File: src/rtl/axi4lite_master_bridge.sv
// axi4lite_master_bridge: converts a simple request/ack bus into AXI4-Lite master transactions.
// At most one transaction is outstanding. AW and W are issued together and may complete in any
// order. Optional response watchdog is enabled by defining AXI4LITE_BRIDGE_TIMEOUT_EN; without it
// the bridge waits indefinitely for B/R responses and TIMEOUT_CYCLES has no effect.
module axi4lite_master_bridge #(
   parameter int unsigned DATA_WIDTH     = 32,
   parameter int unsigned ADDR_WIDTH     = 32,
   parameter int unsigned TIMEOUT_CYCLES = 1024
) (
   input  logic                    clk,
   input  logic                    rst,
   // request side
   input  logic                    req,
   input  logic                    req_is_wr,
   input  logic [ADDR_WIDTH-1:0]   addr,
   input  logic [DATA_WIDTH-1:0]   wr_data,
   input  logic [DATA_WIDTH-1:0]   wr_biten,
   output logic                    req_stall,
   output logic                    rd_ack,
   output logic                    rd_err,
   output logic [DATA_WIDTH-1:0]   rd_data,
   output logic                    wr_ack,
   output logic                    wr_err,
   // AXI4-Lite master side
   output logic                    m_axil_awvalid,
   input  logic                    m_axil_awready,
   output logic [ADDR_WIDTH-1:0]   m_axil_awaddr,
   output logic [2:0]              m_axil_awprot,
   output logic                    m_axil_wvalid,
   input  logic                    m_axil_wready,
   output logic [DATA_WIDTH-1:0]   m_axil_wdata,
   output logic [DATA_WIDTH/8-1:0] m_axil_wstrb,
   input  logic                    m_axil_bvalid,
   output logic                    m_axil_bready,
   input  logic [1:0]              m_axil_bresp,
   output logic                    m_axil_arvalid,
   input  logic                    m_axil_arready,
   output logic [ADDR_WIDTH-1:0]   m_axil_araddr,
   output logic [2:0]              m_axil_arprot,
   input  logic                    m_axil_rvalid,
   output logic                    m_axil_rready,
   input  logic [DATA_WIDTH-1:0]   m_axil_rdata,
   input  logic [1:0]              m_axil_rresp
);

   localparam int unsigned StrbWidth = DATA_WIDTH / 8;

   // Reject unusable configurations at elaboration time.
   if ((DATA_WIDTH % 8) != 0 || DATA_WIDTH == 0 || TIMEOUT_CYCLES == 0) begin : g_param_check
      $error("axi4lite_master_bridge: DATA_WIDTH must be a nonzero multiple of 8, TIMEOUT_CYCLES > 0");
   end

   typedef enum logic [2:0] {
      StIdle,
      StWrAwW,
      StWrResp,
      StRdAr,
      StRdData,
      StDrain
   } state_e;

   state_e                 state_q, state_d;
   logic                   awvalid_q, awvalid_d;
   logic                   wvalid_q, wvalid_d;
   logic                   arvalid_q, arvalid_d;
   logic [ADDR_WIDTH-1:0]  addr_q, addr_d;
   logic [DATA_WIDTH-1:0]  wdata_q, wdata_d;
   logic [StrbWidth-1:0]   wstrb_q, wstrb_d;
   logic                   wr_ack_q, wr_ack_d;
   logic                   wr_err_q, wr_err_d;
   logic                   rd_ack_q, rd_ack_d;
   logic                   rd_err_q, rd_err_d;
   logic [DATA_WIDTH-1:0]  rd_data_q, rd_data_d;
   logic [StrbWidth-1:0]   strb_in;
   logic                   aw_hs, w_hs, ar_hs;

`ifdef AXI4LITE_BRIDGE_TIMEOUT_EN
   localparam int unsigned CntWidth = (TIMEOUT_CYCLES > 1) ? $clog2(TIMEOUT_CYCLES) : 1;
   logic [CntWidth-1:0] tmo_cnt_q, tmo_cnt_d;
   logic                tmo_hit;
   assign tmo_hit = (tmo_cnt_q == CntWidth'(TIMEOUT_CYCLES - 1));
`endif

   // Only the error bit of each response is meaningful to the request side.
   logic unused_resp;
   assign unused_resp = ^{m_axil_bresp[0], m_axil_rresp[0]};

   // Byte strobe is set when any bit of that byte is enabled.
   always_comb begin
      strb_in = '0;
      for (int i = 0; i < StrbWidth; i++) begin
         strb_in[i] = |wr_biten[8*i +: 8];
      end
   end

   assign aw_hs = awvalid_q & m_axil_awready;
   assign w_hs  = wvalid_q & m_axil_wready;
   assign ar_hs = arvalid_q & m_axil_arready;

   // Next-state, channel-valid and ack/response decode.
   always_comb begin
      state_d   = state_q;
      awvalid_d = awvalid_q;
      wvalid_d  = wvalid_q;
      arvalid_d = arvalid_q;
      addr_d    = addr_q;
      wdata_d   = wdata_q;
      wstrb_d   = wstrb_q;
      wr_ack_d  = 1'b0;
      wr_err_d  = 1'b0;
      rd_ack_d  = 1'b0;
      rd_err_d  = 1'b0;
      rd_data_d = '0;
`ifdef AXI4LITE_BRIDGE_TIMEOUT_EN
      tmo_cnt_d = tmo_cnt_q;
`endif
      unique case (state_q)
         StIdle: begin
            if (req) begin
               addr_d  = addr;
               wdata_d = wr_data;
               wstrb_d = strb_in;
               if (req_is_wr) begin
                  state_d   = StWrAwW;
                  awvalid_d = 1'b1;
                  wvalid_d  = 1'b1;
               end else begin
                  state_d   = StRdAr;
                  arvalid_d = 1'b1;
               end
            end
         end
         StWrAwW: begin
            if (aw_hs) awvalid_d = 1'b0;
            if (w_hs)  wvalid_d  = 1'b0;
            // A channel is finished if it handshakes now or already dropped its valid.
            if ((aw_hs || !awvalid_q) && (w_hs || !wvalid_q)) begin
               state_d = StWrResp;
`ifdef AXI4LITE_BRIDGE_TIMEOUT_EN
               tmo_cnt_d = '0;
`endif
            end
         end
         StWrResp: begin
            if (m_axil_bvalid) begin
               wr_ack_d = 1'b1;
               wr_err_d = m_axil_bresp[1];
               state_d  = StIdle;
            end
`ifdef AXI4LITE_BRIDGE_TIMEOUT_EN
            else if (tmo_hit) begin
               wr_ack_d = 1'b1;
               wr_err_d = 1'b1;
               state_d  = StDrain;
            end else begin
               tmo_cnt_d = tmo_cnt_q + CntWidth'(1);
            end
`endif
         end
         StRdAr: begin
            if (ar_hs) begin
               arvalid_d = 1'b0;
               state_d   = StRdData;
`ifdef AXI4LITE_BRIDGE_TIMEOUT_EN
               tmo_cnt_d = '0;
`endif
            end
         end
         StRdData: begin
            if (m_axil_rvalid) begin
               rd_ack_d  = 1'b1;
               rd_err_d  = m_axil_rresp[1];
               rd_data_d = m_axil_rdata;
               state_d   = StIdle;
            end
`ifdef AXI4LITE_BRIDGE_TIMEOUT_EN
            else if (tmo_hit) begin
               rd_ack_d = 1'b1;
               rd_err_d = 1'b1;
               state_d  = StDrain;
            end else begin
               tmo_cnt_d = tmo_cnt_q + CntWidth'(1);
            end
`endif
         end
         StDrain: begin
            // Swallow the late response of the abandoned transaction without acking it.
            if (m_axil_bvalid || m_axil_rvalid) state_d = StIdle;
         end
         default: state_d = StIdle;
      endcase
   end

   // State and output registers with synchronous reset.
   always_ff @(posedge clk) begin
      if (rst) begin
         state_q   <= StIdle;
         awvalid_q <= 1'b0;
         wvalid_q  <= 1'b0;
         arvalid_q <= 1'b0;
         addr_q    <= '0;
         wdata_q   <= '0;
         wstrb_q   <= '0;
         wr_ack_q  <= 1'b0;
         wr_err_q  <= 1'b0;
         rd_ack_q  <= 1'b0;
         rd_err_q  <= 1'b0;
         rd_data_q <= '0;
      end else begin
         state_q   <= state_d;
         awvalid_q <= awvalid_d;
         wvalid_q  <= wvalid_d;
         arvalid_q <= arvalid_d;
         addr_q    <= addr_d;
         wdata_q   <= wdata_d;
         wstrb_q   <= wstrb_d;
         wr_ack_q  <= wr_ack_d;
         wr_err_q  <= wr_err_d;
         rd_ack_q  <= rd_ack_d;
         rd_err_q  <= rd_err_d;
         rd_data_q <= rd_data_d;
      end
   end

`ifdef AXI4LITE_BRIDGE_TIMEOUT_EN
   // Response watchdog counter.
   always_ff @(posedge clk) begin
      if (rst) begin
         tmo_cnt_q <= '0;
      end else begin
         tmo_cnt_q <= tmo_cnt_d;
      end
   end
`endif

   assign req_stall      = (state_q != StIdle);
   assign rd_ack         = rd_ack_q;
   assign rd_err         = rd_err_q;
   assign rd_data        = rd_data_q;
   assign wr_ack         = wr_ack_q;
   assign wr_err         = wr_err_q;

   assign m_axil_awvalid = awvalid_q;
   assign m_axil_awaddr  = addr_q;
   assign m_axil_awprot  = 3'b000;
   assign m_axil_wvalid  = wvalid_q;
   assign m_axil_wdata   = wdata_q;
   assign m_axil_wstrb   = wstrb_q;
   assign m_axil_bready  = (state_q == StWrResp) || (state_q == StDrain);
   assign m_axil_arvalid = arvalid_q;
   assign m_axil_araddr  = addr_q;
   assign m_axil_arprot  = 3'b000;
   assign m_axil_rready  = (state_q == StRdData) || (state_q == StDrain);

endmodule

File: config.mk
export PLATFORM = sky130hd
export DESIGN_NAME = axi4lite_master_bridge
export DESIGN_NICKNAME = d
export VERILOG_FILES = /design/src/rtl/axi4lite_master_bridge.sv
export SDC_FILE = /design/constraint.sdc
export NUM_CORES = 1
export LEC_CHECK = 0
export ABC_AREA = 1
export BUFFER_PORTS_ARGS = -buffer_cell sky130_fd_sc_hd__clkbuf_2
export CAP_MARGIN = 20
export CORE_AREA = 2 2 113 115
export CTS_BUF_LIST = sky130_fd_sc_hd__clkbuf_16
export DETAILED_ROUTE_END_ITERATION = 7
export DIE_AREA = 0 0 115 117
export PLACE_DENSITY = 0.79
export SYNTH_ARGS = -nofsm -noshare
export SYNTH_HDL_FRONTEND = slang
export SYNTH_SLANG_ARGS = --single-unit
File: constraint.sdc
create_clock -name clk -period 3.3 [get_ports clk]
set_clock_uncertainty 0.15 [all_clocks]
set_input_delay 0.66 -clock clk [delete_from_list [all_inputs] [get_ports clk]]
set_output_delay 0.66 -clock clk [all_outputs]
set_load 0.01 [all_outputs]
==> results of run 1 <==
==> per-layer routing <==
layer	share of wire (%)	vias up	global-route usage (%)
met1	41	1713	18.2
met4	2.1	0	7.95
met3	9.7	14	5.92
li1	-	2061	-
met2	47	193	26.3
met5	0	-	0
==> Yosys cell counts <==
| master | n |
|---|---|
| nand2_4 | 1 |
| dfxtp_1 | 110 |
| nand3_1 | 9 |
| inv_1 | 45 |
| o22ai_1 | 1 |
| nor4_1 | 8 |
| nor2_4 | 2 |
| clkbuf_2 | 1 |
| nand2_1 | 25 |
| clkbuf_1 | 7 |
| nor2_1 | 174 |
| o21ai_1 | 15 |
| nand4_1 | 1 |
| nor2_2 | 1 |
| a31oi_1 | 4 |
| buf_6 | 14 |
| buf_4 | 38 |
| buf_2 | 4 |
| nor3_1 | 2 |
| clkinv_1 | 1 |
| and2_1 | 1 |
| a21oi_1 | 3 |
| inv_6 | 1 |
| o21ai_0 | 54 |
| conb_1 | 1 |
==> worst register-to-register path, stage by stage, from the launching register on <==
cell     delay, ps
dfxtp_1        420
nor2_4         180
nand2_4        100
nor2_4         170
buf_4          340
o21ai_0        160
a31oi_1        150
==> registers in the layout, indices dropped and copies added (netlist names) <==
signal and count:
m_axil_arvalid 1, m_axil_wstrb 4, m_axil_awvalid 1, m_axil_wdata 32, wr_err 1, m_axil_araddr 32, wr_ack 1, m_axil_wvalid 1
state_q 3, rd_data 32, rd_err 1, rd_ack 1
==> through the flow <==
stage	utilization [%]	hold slack (ps)	cells	total power (W)	setup WS, ps
2_1_floorplan	-	339	528	0.00271	1640
3_3_place_gp	43.3	323	899	0.00300	1250
3_5_place_dp	43.3	333	899	0.00302	1210
4_1_cts	45.5	337	915	0.00402	1160
5_1_grt	45.5	346	915	0.00424	1030
6_report	45.5	344	915	0.00397	1170
==> cells by family (layout without fill, tap and decap cells) <==
logic type / Yosys count / after routing / share of synthesized area (%)
AO/OA/AOI/OAI: 77 / 77 / 9.37
buffers and inverters: 111 / 348 / 16.2
flip-flops: 110 / 110 / 52.7
other: 1 / 6 / 0.0898
AND/OR/NAND/NOR: 224 / 224 / 21.7
==> final cells by class <==
type	count	area (um2)
Timing Repair Buffer	285	1440
Fill cell	1264	6720
Clock inverter	7	42.5
Sequential cell	110	2200
Clock buffer	9	225
Inverter	47	181
Multi-Input combinational cell	307	1320
Tap cell	150	188
==> worst paths after layout <==
check / from / to / slack (ps) / cells after the start
max reg2reg: state_q[1] / m_axil_wstrb[3] / 1540 / 6
max: state_q[2] / m_axil_bready / 1170 / 5
min reg2reg: m_axil_wvalid / m_axil_wvalid / 340 / 2
min: m_axil_wvalid / m_axil_wvalid / 340 / 2
==> cells in the final DEF, fill, tap and decap left out, types with 2 or more instances in the layout <==
master,netlist,layout
o21ai_0,54,54
inv_1,45,47
nor4_1,8,8
conb_1,1,6
a21oi_1,3,3
clkbuf_2,1,280
inv_6,1,2
dfxtp_1,110,110
nor2_1,174,174
nor3_1,2,2
a31oi_1,4,4
nand3_1,9,9
clkbuf_16,0,9
buf_4,38,5
nor2_4,2,2
nand2_1,25,25
o21ai_1,15,15
clkinv_4,0,2
==> where the power goes <==
part	total, W	switching, W	internal, W
combinational	0.00125	0.000778	0.000470
clock	0.000984	0.000476	0.000508
sequential	0.00174	0.000166	0.00157
==> out/qor.yml, run 1 <==
outcome:
  status: "finished clean"
detailed_routing:
  first_pass_iters: 4
  drt_wl_total_mm: 11.3
  drtAntennaViolNets: 0
  vias: 3981
  vias_per_cell: 4.35
  drt_iter0_drc: 164
  wl_per_cell_um: 12.4
  drcViolationCount: 0
logic_synthesis:
  synth_cells: 523
  synth.yosys.seq_area_share_pct: 52.7
  yosys.area.top_type: "dfxtp_1"
  synthDominantCellAreaShare_pct: 52.7
  yosysUniqueCellTypes: 25
  ys_seq_elements: 110
  synth.area.top_cells: "dfxtp_1 (53%), nor2_1 (16%), buf_4 (6.8%)"
  syn_area_per_cell_um2: 7.99
  ys_warn_count: 0
  synthesis.area_um2: 4180
worst_setup_path:
  cpMaxStageDelayCell: "dfxtp_1"
  crit_family: "flip-flops"
  cp_common_cell: "nand2_1"
  crit_type: "reg -> out"
  worstPathRequired_ps: 2490
  arrival_ps: 1320
  max_stage_delay_ps: 460
  critPathLaunchType: "register"
  crit_path_end_kind: "primary output"
  critPathBufInv: 2
  worstPathMaxFanout: 6
  cp_cell_sequence: "inv_1 > nor2_2 > nand2_1 > nand2_1 > clkbuf_2"
grt:
  grt_pass1_wl_mm: 16.4
  grt_pass1_vias: 3463
  grt_use_total_pct: 15.9
  grt_max_degree: 65
  overflow: 0
  antenna_found_initial: 0
layout:
  final_layout_size_suffix_gt1_share_pct: 39.7
  syn_to_final_growth_pct: 34.0
  fin_area_um2: 5600
  antenna_cells: 0
  fin_nets: 901
sta:
  setup_viol: 0
  fmax_mhz: 470
  tns_ps: 0
  slew_violations: 0
  fin_crit_sh_pct: 64.5
  timing_hold_violations_final: 0
  rsz0062_at_grt: "false"
  layout_min_cycle_time_ps: 2130
worst_hold_path:
  hp-class: "reg -> reg"
clock_network:
  cts_buffer_depth: 2
  htreeDepth: 3
  cts_hold_buf: 0
  tritoncts: "yes"
  ctsResizeCount: 0
  clkSinkCount: 110
  cts.clk_slew.worst_paths_ps: 70
  clk_latency_ps: 340
  cts_root_buffer: "clkbuf_16"
  cts-buffers-inserted: 9
  post-cts-setup-buffer-count: 0
power:
  cellLeakagePower_nw: 3.15
  power_density_nw_per_um2: 709
  ir_drop_mv: 0.328
placed_design:
  placed_area_um2: 5330
  portBuffers: 280
  gp_congestion: 0.810
  hpwl_mm: 8.55
floorplanning:
  num_rows: 41
  core_area_um2: 12300
  start_util_pct: 33.9
  die-area_um2: 13500
  ioPinCount: 289
  chipWidth_um: 115
  die_y_um: 117
run:
  maxCapViolCount: 0
No activity file was read; power rests on OpenSTA's default activity.
==> run 2, diff against run 1 <==
ABC_AREA = 0   (was 1)
CORE_AREA = 2 2 112 114   (was 2 2 113 115)
DIE_AREA = 0 0 114 116   (was 0 0 115 117)
clock period = 2.15 ns   (was 3.3 ns; I/O delays follow)
==> out/qor.yml, run 2 <==
placed_design:
  gp_congestion: 0.744
  portBuffers: 280
  placed_area_um2: 5300
  hpwl_mm: 8.28
sta:
  holdWs_ps: 133
  fin_crit_sh_pct: 88.9
  timing_hold_violations_final: 0
  setup_viol: 0
  layout_min_cycle_time_ps: 1910
  rsz0062_at_grt: "false"
  fmax_mhz: 523
  tns_ps: 0
  slew_violations: 0
logic_synthesis:
  synth.most_common_cell: "nand2_1"
  synth.yosys.seq_area_share_pct: 54.8
  synth_async_sr_flop_share_pct: 0
  synth.area.top_cells: "dfxtp_1 (55%), nand2_1 (12%), a21oi_1 (8.5%)"
  syn_area_per_cell_um2: 8.67
  synth-edff-count: 0
  ys_warn_count: 0
  yosys.area.top_type: "dfxtp_1"
  synthFlopType: "dfxtp_1"
  ys_top_cells_by_count: "nand2_1 (133), dfxtp_1 (110), a21oi_1 (68)"
  synthesis.area_um2: 4020
  synthDominantCellAreaShare_pct: 54.8
  yosysUniqueCellTypes: 28
  ys_seq_elements: 110
  synth_cells: 463
clock_network:
  cts_hold_buf: 0
  cts_buffer_depth: 2
  clkSinkCount: 110
  clk_latency_ps: 340
  cts-buffers-inserted: 9
  cts_root_buffer: "clkbuf_16"
  htreeDepth: 3
  tritoncts: "yes"
  cts.clk_slew.worst_paths_ps: 70
  post-cts-setup-buffer-count: 0
  ctsResizeCount: 0
detailed_routing:
  first_pass_iters: 4
  drt_wl_total_mm: 10.8
  drcViolationCount: 0
  vias_per_cell: 4.47
  drt_iter0_drc: 158
  drtAntennaViolNets: 0
  wl_per_cell_um: 12.7
  vias: 3817
layout:
  n_fill_cell: 1202
  final_layout_size_suffix_gt1_share_pct: 43.1
  antenna_cells: 0
  final_cell_mix: "clkbuf_2 (280), nand2_1 (133), dfxtp_1 (110), a21oi_1 (68), and2_1 (34)"
  fin_area_um2: 5550
  fin_nets: 842
  multi_input_area_um2: 1400
  final_common_cell: "clkbuf_2"
  syn_to_final_growth_pct: 38.3
  final-seq-area_um2: 2200
power:
  cellLeakagePower_nw: 2.79
  power_density_nw_per_um2: 829
  switching_share_pct: 27.8
  clockPowerShare_pct: 31.7
  ir_drop_mv: 0.446
  power.switching_w: 0.00128
  finalPower_w: 0.00461
  pwr-share-seq_pct: 49.2
  pwr-share-comb_pct: 19.2
  internal-power_w: 0.00333
grt:
  grt_use_total_pct: 15.5
  antenna_found_initial: 0
  grt_pass1_wl_mm: 15.9
  overflow: 0
  grt_pass1_vias: 3382
  grt_max_degree: 77
floorplanning:
  die_y_um: 116
  die-area_um2: 13200
  chipWidth_um: 114
  start_util_pct: 33.7
  ioPinCount: 289
  num_rows: 40
  core_area_um2: 11900
worst_setup_path:
  cp_cell_sequence: "buf_4 > nor2b_1 > nand2_1 > o21ai_0 > clkbuf_2"
  arrival_ps: 1330
  cpMaxStageDelayCell: "dfxtp_1"
  crit_path_end_kind: "primary output"
  rrSetupSlack_ps: 400
  max_stage_delay_ps: 320
  worstPathMaxFanout: 14
  critPathLaunchType: "register"
  crit_type: "reg -> out"
  worstPathRequired_ps: 1570
outcome:
  status: "finished clean"
run:
  maxCapViolCount: 0
worst_hold_path:
  hp-class: "in -> reg"
-- run 2: cell count changes in the layout (fill, tap and decap cells not counted), sizes merged, moves of 2 or more --
cell,change
a21oi,+65
nor2,-167
nor2b,+3
buf,+4
o21ai,-66
nand2,+107
a31oi,-3
nand2b,+3
inv,-46
or3,+2
and2,+33
nand3,-6
a311oi,+4
a211oi,+3
-- run 2: path summary, 6_finish.rpt --
kind	cells past startpoint	to	startpoint
max	5	m_axil_bready	state_q[0]
max reg2reg	4	m_axil_araddr[19]	state_q[1]
min	2	rd_data[1]	m_axil_rdata[1]
min reg2reg	2	m_axil_wdata[31]	m_axil_wdata[31]
-- run 2: cell families after synthesis --
group                  synth area share [%]
buffers and inverters                  11.1
AO/OA/AOI/OAI                          11.1
flip-flops                             54.8
other                                0.0934
AND/OR/NAND/NOR                        22.8
-- run 2: per-stage QoR --
stage | std cells | setup slack [ps] | utilization, %
2_1_floorplan | 468 | 563 | -
3_3_place_gp | 837 | 255 | 44.5
3_5_place_dp | 837 | 257 | 44.5
4_1_cts | 853 | 201 | 46.6
5_1_grt | 853 | 128 | 46.6
6_report | 853 | 238 | 46.6
-- run 2: layout make-up --
type                       instances  area share, %
sequential                       110           39.6
timing repair buffer             289           27.1
multi-input combinational        290           25.2
clock buffer                       9           4.05
tap                              147           3.31
clock inverter                     7          0.586
inverter                           1         0.0676
-- run 2: metal layers --
layer  global-route usage (%)  share of wire [%]  vias up
li1                         -                  -     1932
met1                     16.9                 39     1675
met2                     26.7                 49      195
met3                     6.12                 10       15
met4                     7.15                1.7        0
met5                        0                  0        -
-- run 2: power by group through the flow --
| stage | clock [W] | sequential, W | combinational (W) |
|---|---|---|---|
| global placement | 0 | 0.00231 | 0.000886 |
| detailed placement | 0 | 0.00231 | 0.000894 |
| floorplan | 0 | 0.00237 | 0.000499 |
| CTS | 0.00152 | 0.00227 | 0.000896 |
| global route | 0.00161 | 0.00228 | 0.000981 |
| finish | 0.00146 | 0.00226 | 0.000883 |
-- run 2: worst max-delay path: cells and delay by family, from the launching register on --
family	cells	cell delay [ps]
AND/OR/NAND/NOR	2	240
AO/OA/AOI/OAI	1	70
flip-flops	1	320
buffers and inverters	2	370
